--- config.mk ---
export PLATFORM = sky130hd
export DESIGN_NAME = axil8_rr_arbiter
export DESIGN_NICKNAME = d
export VERILOG_FILES = /design/src/rtl/axil8_rr_arbiter.sv
export SDC_FILE = /design/constraint.sdc
export NUM_CORES = 1
export LEC_CHECK = 0
export ABC_CLOCK_PERIOD_IN_PS = 1300
export BUFFER_PORTS_ARGS = -buffer_cell sky130_fd_sc_hd__buf_2
export CORE_ASPECT_RATIO = 0.9
export CORE_MARGIN = 2
export CORE_UTILIZATION = 40
export CTS_CLUSTER_DIAMETER = 40
export DETAILED_ROUTE_END_ITERATION = 8
export GPL_TIMING_DRIVEN = 0
export PLACE_DENSITY = 0.76
export SLEW_MARGIN = 0
export SYNTH_ARGS = -nofsm -noshare
export SYNTH_HDL_FRONTEND = slang
export SYNTH_SLANG_ARGS = --single-unit
--- constraint.sdc ---
create_clock -name ACLK -period 1.3 [get_ports ACLK]
set_input_delay 0.13 -clock ACLK [delete_from_list [all_inputs] [get_ports ACLK]]
set_output_delay 0.13 -clock ACLK [all_outputs]
set_load 0.05 [all_outputs]
--- src/rtl/axil8_rr_arbiter.sv ---
// Two-requester round-robin command sequencer acting as the sole AXI4-Lite master.
// Optional handshake watchdog enabled by defining AXIL_ARB_TIMEOUT_EN.
module axil8_rr_arbiter #(
  parameter int ADDR_WIDTH     = 1,
  parameter int DATA_WIDTH     = 8,
  parameter int TIMEOUT_CYCLES = 15
) (
  input  logic                    ACLK,
  input  logic                    ARESETN,
  input  logic [1:0]              req,
  input  logic [1:0]              we,
  input  logic [2*ADDR_WIDTH-1:0] addr,
  input  logic [2*DATA_WIDTH-1:0] wdata,
  output logic [1:0]              ack,
  output logic [DATA_WIDTH-1:0]   rdata,
  output logic [1:0]              err,
  output logic [ADDR_WIDTH-1:0]   M_AWADDR,
  output logic [ADDR_WIDTH-1:0]   M_ARADDR,
  output logic                    M_AWVALID,
  output logic                    M_WVALID,
  output logic                    M_ARVALID,
  input  logic                    M_AWREADY,
  input  logic                    M_WREADY,
  input  logic                    M_ARREADY,
  output logic [DATA_WIDTH-1:0]   M_WDATA,
  output logic [DATA_WIDTH/8-1:0] M_WSTRB,
  input  logic                    M_BVALID,
  input  logic                    M_RVALID,
  output logic                    M_BREADY,
  output logic                    M_RREADY,
  input  logic [1:0]              M_BRESP,
  input  logic [1:0]              M_RRESP,
  input  logic [DATA_WIDTH-1:0]   M_RDATA
);

  // state   | meaning
  // S_IDLE  | waiting for a request, arbitration happens here
  // S_AW    | write address offered
  // S_W     | write data offered
  // S_B     | waiting for write response
  // S_AR    | read address offered
  // S_R     | waiting for read data
  // S_DONE  | one-cycle ack/err pulse to the granted requester
  typedef enum logic [2:0] {
    S_IDLE, S_AW, S_W, S_B, S_AR, S_R, S_DONE
  } state_t;

  if (DATA_WIDTH % 8 != 0) begin : g_bad_data_width
    $error("DATA_WIDTH must be a multiple of 8");
  end
  if (TIMEOUT_CYCLES < 1) begin : g_bad_timeout
    $error("TIMEOUT_CYCLES must be at least 1");
  end

  state_t                  state;
  state_t                  state_adv;
  state_t                  state_next;
  logic                    gnt;
  logic                    last_grant;
  logic                    err_q;
  logic                    timeout;
  logic                    pick;
  logic                    sel_we;
  logic [ADDR_WIDTH-1:0]   sel_addr;
  logic [DATA_WIDTH-1:0]   sel_wdata;

  // Under contention the requester that did not win last time is served.
  always_comb begin
    pick      = (req == 2'b11) ? ~last_grant : req[1];
    sel_we    = pick ? we[1] : we[0];
    sel_addr  = pick ? addr[2*ADDR_WIDTH-1:ADDR_WIDTH] : addr[ADDR_WIDTH-1:0];
    sel_wdata = pick ? wdata[2*DATA_WIDTH-1:DATA_WIDTH] : wdata[DATA_WIDTH-1:0];
  end

`ifdef AXIL_ARB_TIMEOUT_EN
  localparam int TW = (TIMEOUT_CYCLES > 1) ? $clog2(TIMEOUT_CYCLES) : 1;
  localparam logic [TW-1:0] TMO_LOAD = TW'(TIMEOUT_CYCLES - 1);

  logic [TW-1:0] tmo_cnt;
  logic          wait_state;

  assign wait_state = (state == S_AW) || (state == S_W) || (state == S_B) ||
                      (state == S_AR) || (state == S_R);

  // Down-counter reloaded on every state change; zero marks the last allowed cycle.
  always_ff @(posedge ACLK) begin
    if (!ARESETN) begin
      tmo_cnt <= TMO_LOAD;
    end else if (state_next != state) begin
      tmo_cnt <= TMO_LOAD;
    end else if (tmo_cnt != '0) begin
      tmo_cnt <= tmo_cnt - 1'b1;
    end
  end
`endif

  always_ff @(posedge ACLK) begin
    if (!ARESETN) begin
      state <= S_IDLE;
    end else begin
      state <= state_next;
    end
  end

  always_comb begin
    state_adv = state;
    case (state)
      S_IDLE:  if (|req) state_adv = sel_we ? S_AW : S_AR;
      S_AW:    if (M_AWREADY) state_adv = S_W;
      S_W:     if (M_WREADY) state_adv = S_B;
      S_B:     if (M_BVALID) state_adv = S_DONE;
      S_AR:    if (M_ARREADY) state_adv = S_R;
      S_R:     if (M_RVALID) state_adv = S_DONE;
      S_DONE:  state_adv = S_IDLE;
      default: state_adv = S_IDLE;
    endcase
    state_next = state_adv;
    timeout    = 1'b0;
`ifdef AXIL_ARB_TIMEOUT_EN
    if (wait_state && (tmo_cnt == '0) && (state_adv == state)) begin
      state_next = S_DONE;
      timeout    = 1'b1;
    end
`endif
  end

  always_comb begin
    M_AWVALID = 1'b0;
    M_WVALID  = 1'b0;
    M_BREADY  = 1'b0;
    M_ARVALID = 1'b0;
    M_RREADY  = 1'b0;
    ack       = 2'b00;
    case (state)
      S_AW:    M_AWVALID = 1'b1;
      S_W:     M_WVALID  = 1'b1;
      S_B:     M_BREADY  = 1'b1;
      S_AR:    M_ARVALID = 1'b1;
      S_R:     M_RREADY  = 1'b1;
      S_DONE:  ack       = gnt ? 2'b10 : 2'b01;
      default: ;
    endcase
    err = ack & {2{err_q}};
  end

  assign M_WSTRB = '1;

  // Command capture on the grant edge, response capture on the completing edge.
  always_ff @(posedge ACLK) begin
    if (!ARESETN) begin
      gnt        <= 1'b0;
      last_grant <= 1'b1;
      err_q      <= 1'b0;
      rdata      <= '0;
      M_AWADDR   <= '0;
      M_ARADDR   <= '0;
      M_WDATA    <= '0;
    end else begin
      case (state)
        S_IDLE: begin
          if (|req) begin
            gnt <= pick;
            if (sel_we) begin
              M_AWADDR <= sel_addr;
              M_WDATA  <= sel_wdata;
            end else begin
              M_ARADDR <= sel_addr;
            end
          end
        end
        S_B: if (M_BVALID) err_q <= |M_BRESP;
        S_R: begin
          if (M_RVALID) begin
            rdata <= M_RDATA;
            err_q <= |M_RRESP;
          end
        end
        S_DONE:  last_grant <= gnt;
        default: ;
      endcase
      if (timeout) err_q <= 1'b1;
    end
  end

endmodule

Word-level counts from Yosys, hierarchy flattened
Index checks and enable logic that the tools add are counted.
- bits in registers: 24
- bits of input ports: 41
- word-level logic and storage cells: 57
- equal/unequal tests: 13
- muxes and demuxes: 22
- bitwise operators: 3
- reductions and logical operators: 11
- operator list (cell ; count):
    2-to-1 mux 3 bit ; 7
    one-hot mux 3 bit (6 select lines) ; 1
    != test 2 bit (second input constant) ; 6
    2-to-1 mux 1 bit ; 10
    == test 3 bit (second input constant) ; 3
    AND reduction 3 bit ; 3
    2-to-1 mux 8 bit ; 1
    == test 3 x 2 -> 1 bit (second input constant) ; 2
    AND reduction 6 bit ; 1
    OR reduction 2 bit ; 3
    2-to-1 mux 2 bit ; 2
    AND reduction 2 bit ; 2
    == test 3 x 1 -> 1 bit (second input constant) ; 1
    logical NOT 3 bit ; 1
    AND 2 bit ; 1
    == test 2 bit (second input constant) ; 1
    NOT 1 bit ; 2
    one-hot mux 1 bit (2 select lines) ; 1
    nonzero test 2 bit ; 1

Longest topological paths before layout
Gate-level depths: netlist of run 1.
- word-level depth: 6
- mapped depth: 6
- depth with buffers taken out: 4

Worst setup path before layout of run 1
OpenSTA, ideal clock, no wires.
- path type: register -> output
- from: register state[1]
- to: output port err[1]
- data arrival time: 2.350 ns
- required time: 1.170 ns
- slack: -1.180 ns
- cell stages (with the launch flop): 5
- buffers on the path: 1
- cells stage by stage: dfxtp_1 > buf_4 > nand2_1 > nor3b_1 > and2_1
- word-level cells in the longest chain between the ends: 3
- ends and longest elaborated chain (what ; line ; RTL):
    start: declaration ; 55 ; state_t state;
    start signal: assignment ; 101 ; state <= state_next;
    == test 3 bit ; 134 ; case (state)
    2-to-1 mux 2 bit ; 134 ;
    net ack[1] ; 14 ; output logic [1:0] ack,
    AND 2 bit ; 143 ; err = ack & {2{err_q}};
    end: declaration ; 16 ; output logic [1:0] err,
The timed path passes the listed nets, and every way through them passes these cells.

Final worst setup path of run 1
- from: register state[0]
- to: output port err[1]
- word-level cells in the longest chain between the ends: 3
- ends and longest elaborated chain (what ; line):
    == test 3 bit ; 134
    2-to-1 mux 2 bit ; 134
    AND 2 bit ; 143
No other way between the ends.

==> results of run 1 <==
[cell usage after synthesis, drive strengths merged]
master,count
a31o,1
nor3b,1
a211oi,1
a211o,1
a21boi,1
and3,1
nand2,19
a22oi,1
inv,14
nor3,13
nor4b,1
nor2,8
o221ai,1
nand3b,2
o21ai,6
a32o,2
clkbuf,2
mux2i,2
buf,9
o221a,9
a31oi,9
o22ai,1
nand3,1
and3b,2
nand2b,3
nor2b,3
a311oi,1
a21oi,11
conb,1
dfxtp,24
and2,3
[metal layers]
layer	up-vias	part of all wire, %	GRT usage, %
met5	-	0	0
met4	0	2.8	10.6
met3	13	5.7	4.47
met2	67	49	39.7
met1	708	43	28.7
li1	739	-	-
[metrics by stage]
stage	power, uW	setup slack [ps]	TNS [ps]
after global routing	4470	-288	-5640
after floorplan	2460	-220	-406
after detailed placement	2830	-108	-902
final	4290	-249	-3920
after CTS	4020	-240	-3510
after global placement	2820	-92.2	-673
[path summary, 6_finish.rpt]
kind                                  from  endpoint  slack, ps  cells after the start
worst max-delay path              state[0]    err[1]       -250                      4
worst min-delay path            M_RDATA[1]  rdata[1]         40                      3
worst max register to register    state[1]       gnt       -150                      7
worst min register to register    rdata[1]  rdata[1]        460                      2
[critical path: cells and delay by family, from the launching register on]
kind / cells / cell delay (ps)
buffers and inverters: 2 / 280
flip-flops: 1 / 400
AND/OR/NAND/NOR: 2 / 400
[kinds of logic after synthesis]
logic type / Yosys count / synth area share, %
multiplexers: 2 / 1.85
AND/OR/NAND/NOR: 57 / 24.3
flip-flops: 24 / 37.4
other: 1 / 0.292
buffers and inverters: 25 / 9.74
AO/OA/AOI/OAI: 45 / 26.4
[state kept, by name, indices dropped and copies added, names as in the netlist]
| name | count |
|---|---|
| last_grant | 1 |
| err_q | 1 |
| rdata | 8 |
| M_WDATA | 8 |
| M_AWADDR | 1 |
| state | 3 |
| M_ARADDR | 1 |
| gnt | 1 |
[power by group through the flow]
stage	Sequential [uW]	Clock, uW	Combinational, uW
after floorplan	1390	0	1070
after global placement	1030	0	1790
after detailed placement	1040	0	1800
after CTS	1020	546	2450
after global routing	1050	577	2840
final	1030	543	2710
[repair_timing]
item | 4_1_cts | 5_1_grt
setup endpoints to repair | 28 | 31
buffers inserted | 14 | 5
pin swaps | 17 | 7
gates cloned | 1 | 1
gates resized for setup | 48 | 14
endpoints found under the hold margin | 0 | 0
[area by class of cell]
class	instances	area (um^2)	share of cell area, %
clock buffer	3	22.5	1.03
sequential	24	490	22.5
multi-input combinational	106	857	39.3
tap	42	52.6	2.41
buffer	11	101	4.64
inverter	14	52.6	2.41
timing repair buffer	87	576	26.4
clock inverter	1	30.0	1.38
==> key figures, run 1 <==
Timing
  – Endpoints failing setup: 31
  – Final worst slack: -249 ps
  – Pins Over Slew Limit: 0
  – Max Fclk: between 600 and 700 MHz
  – Final hold violations: 0
  – RSZ-0062 raised after global routing: yes
  – Final critical-path share of the clock period: 119%
  – Hold slack: about 38 ps
  – Final min period: around 1500 ps
  – Clk_skew: about 15 ps

Layout
  – Non-Filler Instances: between 200 and 300
  – Most frequent cells in the layout: buf_2 (60), dfxtp_1 (20), nand2_1 (18)
  – Area growth syn-to-layout: 69.8%
  – Final #Nets: roughly 290
  – Final Instance Area: between 2000 and 2500 um^2
  – Fillers: approximately 230
  – Final core occ: between 70 and 80%
  – Commonest non-fill, non-tap cell in the layout: buf_2
  – Share of cells above drive strength 1: a little over half
  – Antenna cell count: 0

Placement
  – DP HPWL: 2490 um
  – # port buffers: 67
  – Placed cell count: approximately 260
  – GPL Wtd Cong: 0.781
  – Placed inst area: approximately 1700 um^2

Power
  – Logic pwr share: approximately 63%
  – Leak pwr: about 0.00098 uW
  – VDD IR max: 1.28 mV
  – Clock power frac: 12.7%
  – Seq pwr share: a little under a quarter
  – Switching part of the total: 45.0%
  – Sw power: 1930 uW
  – Int Power: roughly 2400 uW
  – Pwr Density: between 1500 and 2000 nW/um^2

Outcome
  – Violated checks: setup timing
  – Status: complete, but fails checks

Critical path
  – CP max FO: 10
  – Critical path, cell by cell: buf_12 -> nor3b_4 -> and2_4 -> buf_8
  – WP data required: ~1200 ps
  – Crit. End Element: output port
  – CP peak stage delay: approximately 400 ps
  – Startpoint types: flip-flop
  – Slowest stage cell, crit path: dfxtp_4
  – Crit path kind: reg2out
  – Crit path arrival time: approximately 1400 ps

Logic synthesis
  – Synthesized net count: about 200
  – #FFs+latches synth: 24
  – Mapped Area: about 1300 um^2
  – Post-synthesis sequential area ratio: between 30 and 40%
  – Largest cells by area after synthesis: dfxtp_1 (37%), o221a_1 (7.9%), nand2_1 (5.6%), nor3_1 (4.7%), a31oi_1 (4.4%)
  – Syn Area/Cell: between 8 and 9 um^2
  – Yosys warns: 0
  – Netlist cell types: 40
  – Post-Synthesis Cells: 154
  – Top cell type's share of synthesized area: 37.4%
  – Yosys top cell by area: dfxtp_1

Clocking
  – CTS tree: yes
  – Clock sink count: 24
  – Root Driver: clkbuf_4
  – Clock Pin Slew Worst Setup and Hold Paths: between 100 and 150 ps
  – Hold Buf Count CTS: 0
  – CTS buffer count: 3
  – H-tree Lvls: 1
  – Clock latency on the worst-skew pair: between 300 and 400 ps
  – Worst-case clock buffer depth: 2

Floorplanning
  – Die area: 3680 um^2
  – Die height: between 50 and 60 um
  – Core Region: 3070 um^2
  – Die X: roughly 64 um
  – Site row count: 19
  – Initial Utilization: a little over two fifths
  – Io pins: 69

Global route
  – Largest net degree at the start of global routing: 15
  – GRT overflow: 0
  – Vias in the first global route: ~1,400
  – Total GRT Usage: 23.2%
  – First-pass GRT wire length: between 6000 and 7000 um
  – Initial antenna violation count: 0

Routing
  – Via-to-Cell Ratio: around 5.3
  – Drt initial violations: between 80 and 90
  – ANT nets after route: 0
  – Post-Route WL: about 4300 um
  – Post-route DRC: 0
  – Per-cell routed wire length: between 10 and 15 um
  – DR pass1 iterations: 4
  – DR vias: 1,527

Min path
  – HP Class: in2reg

Flow run
  – Max-cap violations: 0
Note: power is estimated with default switching activity, not from simulation.
==> run 2, diff against run 1 <==
--- a/config.mk
+++ b/config.mk
@@ -14,6 +14,7 @@
 export DETAILED_ROUTE_END_ITERATION = 8
 export GPL_TIMING_DRIVEN = 0
 export PLACE_DENSITY = 0.76
+export SKIP_CTS_REPAIR_TIMING = 1
 export SLEW_MARGIN = 0
 export SYNTH_ARGS = -nofsm -noshare
 export SYNTH_HDL_FRONTEND = slang
==> key figures, run 2 (synthesis gave the netlist of run 1 again) <==
Layout
  – Commonest non-fill, non-tap cell in the layout: buf_2
  – Largest regs: M_WDATA x8, rdata x8, state x3
  – Most frequent cells in the layout: buf_2 (61), dfxtp_1 (20), nand2_1 (18)
  – Final #Nets: ~280
  – Area growth syn-to-layout: 65.8%
  – Antenna cell count: 0
  – Share of cells above drive strength 1: 52.5%
  – Final Instance Area: about 2100 um^2

Routing
  – Drt initial violations: 63
  – Per-cell routed wire length: between 10 and 15 um
  – Via-to-Cell Ratio: slightly above 5
  – Post-route DRC: 0
  – ANT nets after route: 0
  – DR vias: around 1,500
  – Post-Route WL: between 4000 and 5000 um
  – DR pass1 iterations: 4

Floorplanning
  – Die area: 3680 um^2
  – Core Region: just over 3000 um^2
  – Io pins: slightly below 70
  – Initial Utilization: roughly two fifths
  – Die height: 57.8 um
  – Die X: 63.7 um
  – Site row count: 19

Min path
  – HP Class: in2reg
  – Hold worst-path end: rdata[6]
  – Hold Path Origin: M_RDATA[6]
  – WHS Path Cells: 3

Critical path
  – Slowest stage cell, crit path: dfxtp_4
  – Worst R2R End: state[0]
  – Startpoint types: flip-flop
  – CP bufs+invs: 2
  – Crit path top cell by count: buf_8
  – Worst r2r src: last_grant
  – CP max FO: 5
  – R2r setup slk: -210 ps
  – Critical path, cell by cell: buf_8 -> nand2_8 -> nor3b_4 -> and2_4 -> buf_8
  – Crit. End Element: output port
  – WP data required: 1170 ps
  – Crit path kind: reg2out
  – Reg2reg path depth: 4
  – Crit path arrival time: ~1400 ps
  – CP peak stage delay: between 300 and 400 ps
  – Cell family with most CP delay: simple AND/OR/NAND/NOR gates

Outcome
  – Violated checks: setup timing
  – Status: complete, but fails checks

Timing
  – RSZ-0062 raised after global routing: yes
  – Endpoints failing setup: 31
  – Pins Over Slew Limit: 0
  – Final critical-path share of the clock period: 121%
  – Hold slack: roughly 32 ps
  – Clk_skew: ~8 ps
  – Max Fclk: about 640 MHz
  – Final min period: around 1600 ps
  – Final hold violations: 0
  – Final worst slack: -270 ps

Placement
  – Placed inst area: approximately 1700 um^2
  – DP HPWL: between 2000 and 2500 um
  – GPL Wtd Cong: slightly below 0.8
  – Worst slack, placed: -108 ps
  – # port buffers: between 60 and 70

Clocking
  – Worst-case clock buffer depth: 2
  – CTS tree: yes
  – Clock latency on the worst-skew pair: roughly 320 ps
  – Clock sink count: 24
  – CTS buffer count: 3
  – Root Driver: clkbuf_4
  – H-tree Lvls: 1
  – Clock Pin Slew Worst Setup and Hold Paths: 140 ps

Global route
  – Total GRT Usage: about 18%
  – Largest net degree at the start of global routing: 15
  – Vias in the first global route: between 1,000 and 1,500
  – GRT overflow: 0
  – Initial antenna violation count: 0
  – First-pass GRT wire length: 5250 um

Power
  – VDD IR max: roughly 1.2 mV
  – Leak pwr: 0.000955 uW
  – Pwr Density: approximately 2000 nW/um^2

Flow run
  – Max-cap violations: 0
run 2: metal layers:
layer	GRT usage [%]	wire length, um	up-vias
li1	-	-	731
met2	29.5	2020	46
met4	5.59	56	0
met3	3.50	172	6
met5	0	0	-
met1	23.9	1860	691
run 2: area by class of cell:
class,instances,area (um^2)
sequential,24,490
clock inverter,1,30.0
tap,42,52.6
timing repair buffer,83,564
inverter,14,52.6
clock buffer,3,22.5
multi-input combinational,106,821
buffer,11,97.6
fill,244,936
run 2: how the worst max path moves through the flow:
stage               startpoint  endpoint  slack, ps  cells past startpoint
floorplan             state[2]    err[1]       -220                      4
global placement      state[2]       gnt        -90                      6
detailed placement    state[2]       gnt       -110                      6
CTS                   state[2]    err[1]       -370                      5
global route          state[2]    err[1]       -330                      5
finish                state[2]    err[1]       -270                      5
run 2: worst min-delay path: stages:
cell and delay, ps:
buf_2 100, nand2_1 50, a21oi_1 50
run 2: stage by stage:
step,std cells,power [uW],util (%),setup TNS (ps)
5_1_grt,284,4370,69.5,-6130
4_1_cts,267,3370,58.4,-3500
3_5_place_dp,263,2830,56.7,-902
2_1_floorplan,154,2460,-,-406
3_3_place_gp,263,2820,56.7,-673
6_report,284,4190,69.5,-4400
run 2: power breakdown:
part / switching (uW) / internal [uW] / leakage (uW)
clock: 230 / 312 / 0.0000279
sequential: 129 / 917 / 0.000197
combinational: 1510 / 1100 / 0.000730
total: 1870 / 2330 / 0.000955
==> run 3, diff against run 2 <==
--- a/config.mk
+++ b/config.mk
@@ -7,12 +7,12 @@
 export LEC_CHECK = 0
 export ABC_CLOCK_PERIOD_IN_PS = 1300
 export BUFFER_PORTS_ARGS = -buffer_cell sky130_fd_sc_hd__buf_2
-export CORE_ASPECT_RATIO = 0.9
 export CORE_MARGIN = 2
 export CORE_UTILIZATION = 40
 export CTS_CLUSTER_DIAMETER = 40
 export DETAILED_ROUTE_END_ITERATION = 8
 export GPL_TIMING_DRIVEN = 0
+export HOLD_SLACK_MARGIN = 0.15
 export PLACE_DENSITY = 0.76
 export SKIP_CTS_REPAIR_TIMING = 1
 export SLEW_MARGIN = 0
==> key figures, run 3 (synthesis gave the netlist of run 1 again) <==
Outcome
  – Status: complete, but fails checks
  – Violated checks: setup timing

Global route
  – First-pass GRT wire length: slightly above 5000 um
  – Vias in the first global route: 1,139
  – Total GRT Usage: a little under a fifth
  – Largest net degree at the start of global routing: 13
  – GRT overflow: 0
  – Initial antenna violation count: 0

Flow run
  – Max-cap violations: 0

Min path
  – WHS Path Cells: 3
  – HP Class: in2reg

Layout
  – Largest regs: M_WDATA x8, rdata x8, state x3
  – Final #Nets: just under 300
  – Fillers: around 250
  – Final core occ: between 70% and 80%
  – Footprint of the multi-input gates: 831 um^2
  – Area growth syn-to-layout: 71.3%
  – Most frequent cells in the layout: buf_2 (61), dfxtp_1 (20), nand2_1 (18)
  – Sequential Area: between 400 and 500 um^2
  – Commonest non-fill, non-tap cell in the layout: buf_2
  – Share of cells above drive strength 1: 50.2%
  – Antenna cell count: 0

Power
  – Pwr Density: 1820 nW/um^2
  – VDD IR max: roughly 0.97 mV
  – PnR Total Power: ~4000 uW
  – Leak pwr: around 0.00098 uW

Floorplanning
  – Io pins: 69
  – Core Region: roughly 3100 um^2
  – Die area: 3680 um^2
  – Die height: 60.7 um
  – Site row count: 20
  – Die X: around 61 um
  – Initial Utilization: 42.1%

Timing
  – Final min period: about 1600 ps
  – Max Fclk: around 630 MHz
  – Endpoints failing setup: 31
  – Pins Over Slew Limit: 0
  – Clk_skew: roughly 21 ps
  – RSZ-0062 raised after global routing: yes
  – Setup_tns: -4930 ps
  – Final critical-path share of the clock period: 123%
  – Final hold violations: 0
  – Final worst slack: -300 ps

Clocking
  – CTS tree: yes
  – Clock sink count: 24
  – Root Driver: clkbuf_4
  – Worst-case clock buffer depth: 2
  – H-tree Lvls: 1
  – Clock Pin Slew Worst Setup and Hold Paths: roughly 140 ps
  – CTS buffer count: 3
  – Clock latency on the worst-skew pair: roughly 320 ps

Routing
  – ANT nets after route: 0
  – Via-to-Cell Ratio: ~5.2
  – DR vias: ~1,500
  – Per-cell routed wire length: 14.6 um
  – Post-Route WL: approximately 4300 um
  – Drt initial violations: just under 70
  – DR pass1 iterations: 4
  – Post-route DRC: 0

Placement
  – Worst slack, placed: -119 ps
  – DP HPWL: about 2500 um
  – # port buffers: 67
  – GPL Wtd Cong: 0.762

Critical path
  – Startpoint types: flip-flop
  – Reg2reg path depth: 7
  – Crit path kind: reg2out
  – CP max FO: 5
  – WP data required: about 1200 ps
  – R2r setup slk: -270 ps
  – Crit. End Element: output port
  – Crit path arrival time: around 1500 ps
run 3: power by group:
group	internal, uW	switching, uW	leakage, uW
sequential	920	146	0.000198
combinational	1120	1480	0.000771
clock	109	223	0.0000138
total	2140	1850	0.000982
run 3: per-stage QoR:
stage          std cells  cell area [um^2]  hold slack, ps
6_report             293              2200             163
3_5_place_dp         265              1740             377
3_3_place_gp         265              1740             377
5_1_grt              293              2200             177
2_1_floorplan        154              1350             266
4_1_cts              268              1760            31.5
run 3: per-layer routing:
metal  global-route usage [%]  part of all wire [%]  vias up
li1                         -                     -      746
met1                     24.6                    41      685
met2                     28.9                    50       75
met3                     3.20                   7.1       12
met4                     7.45                   2.0        0
met5                        0                     0        -
run 3: area by class of cell:
class	count	area share [%]
Timing Repair Buffer	91	29.5
Clock buffer	3	1.02
Buffer	11	4.43
Sequential cell	24	22.4
Multi-Input combinational cell	106	37.7
Tap cell	44	2.50
Inverter	14	2.39
run 3: path summary, 6_finish.rpt:
kind                  from        to
hold / removal     ARESETN  rdata[6]
setup reg to reg  state[1]       gnt
hold reg to reg   rdata[3]  rdata[3]
setup / recovery  state[1]    err[1]
run 3: critical path, stage by stage (launching register included):
cell and delay (ps):
dfxtp_4 390, buf_8 130, nand2_8 70, nor3b_4 240, and2_4 180, buf_8 130
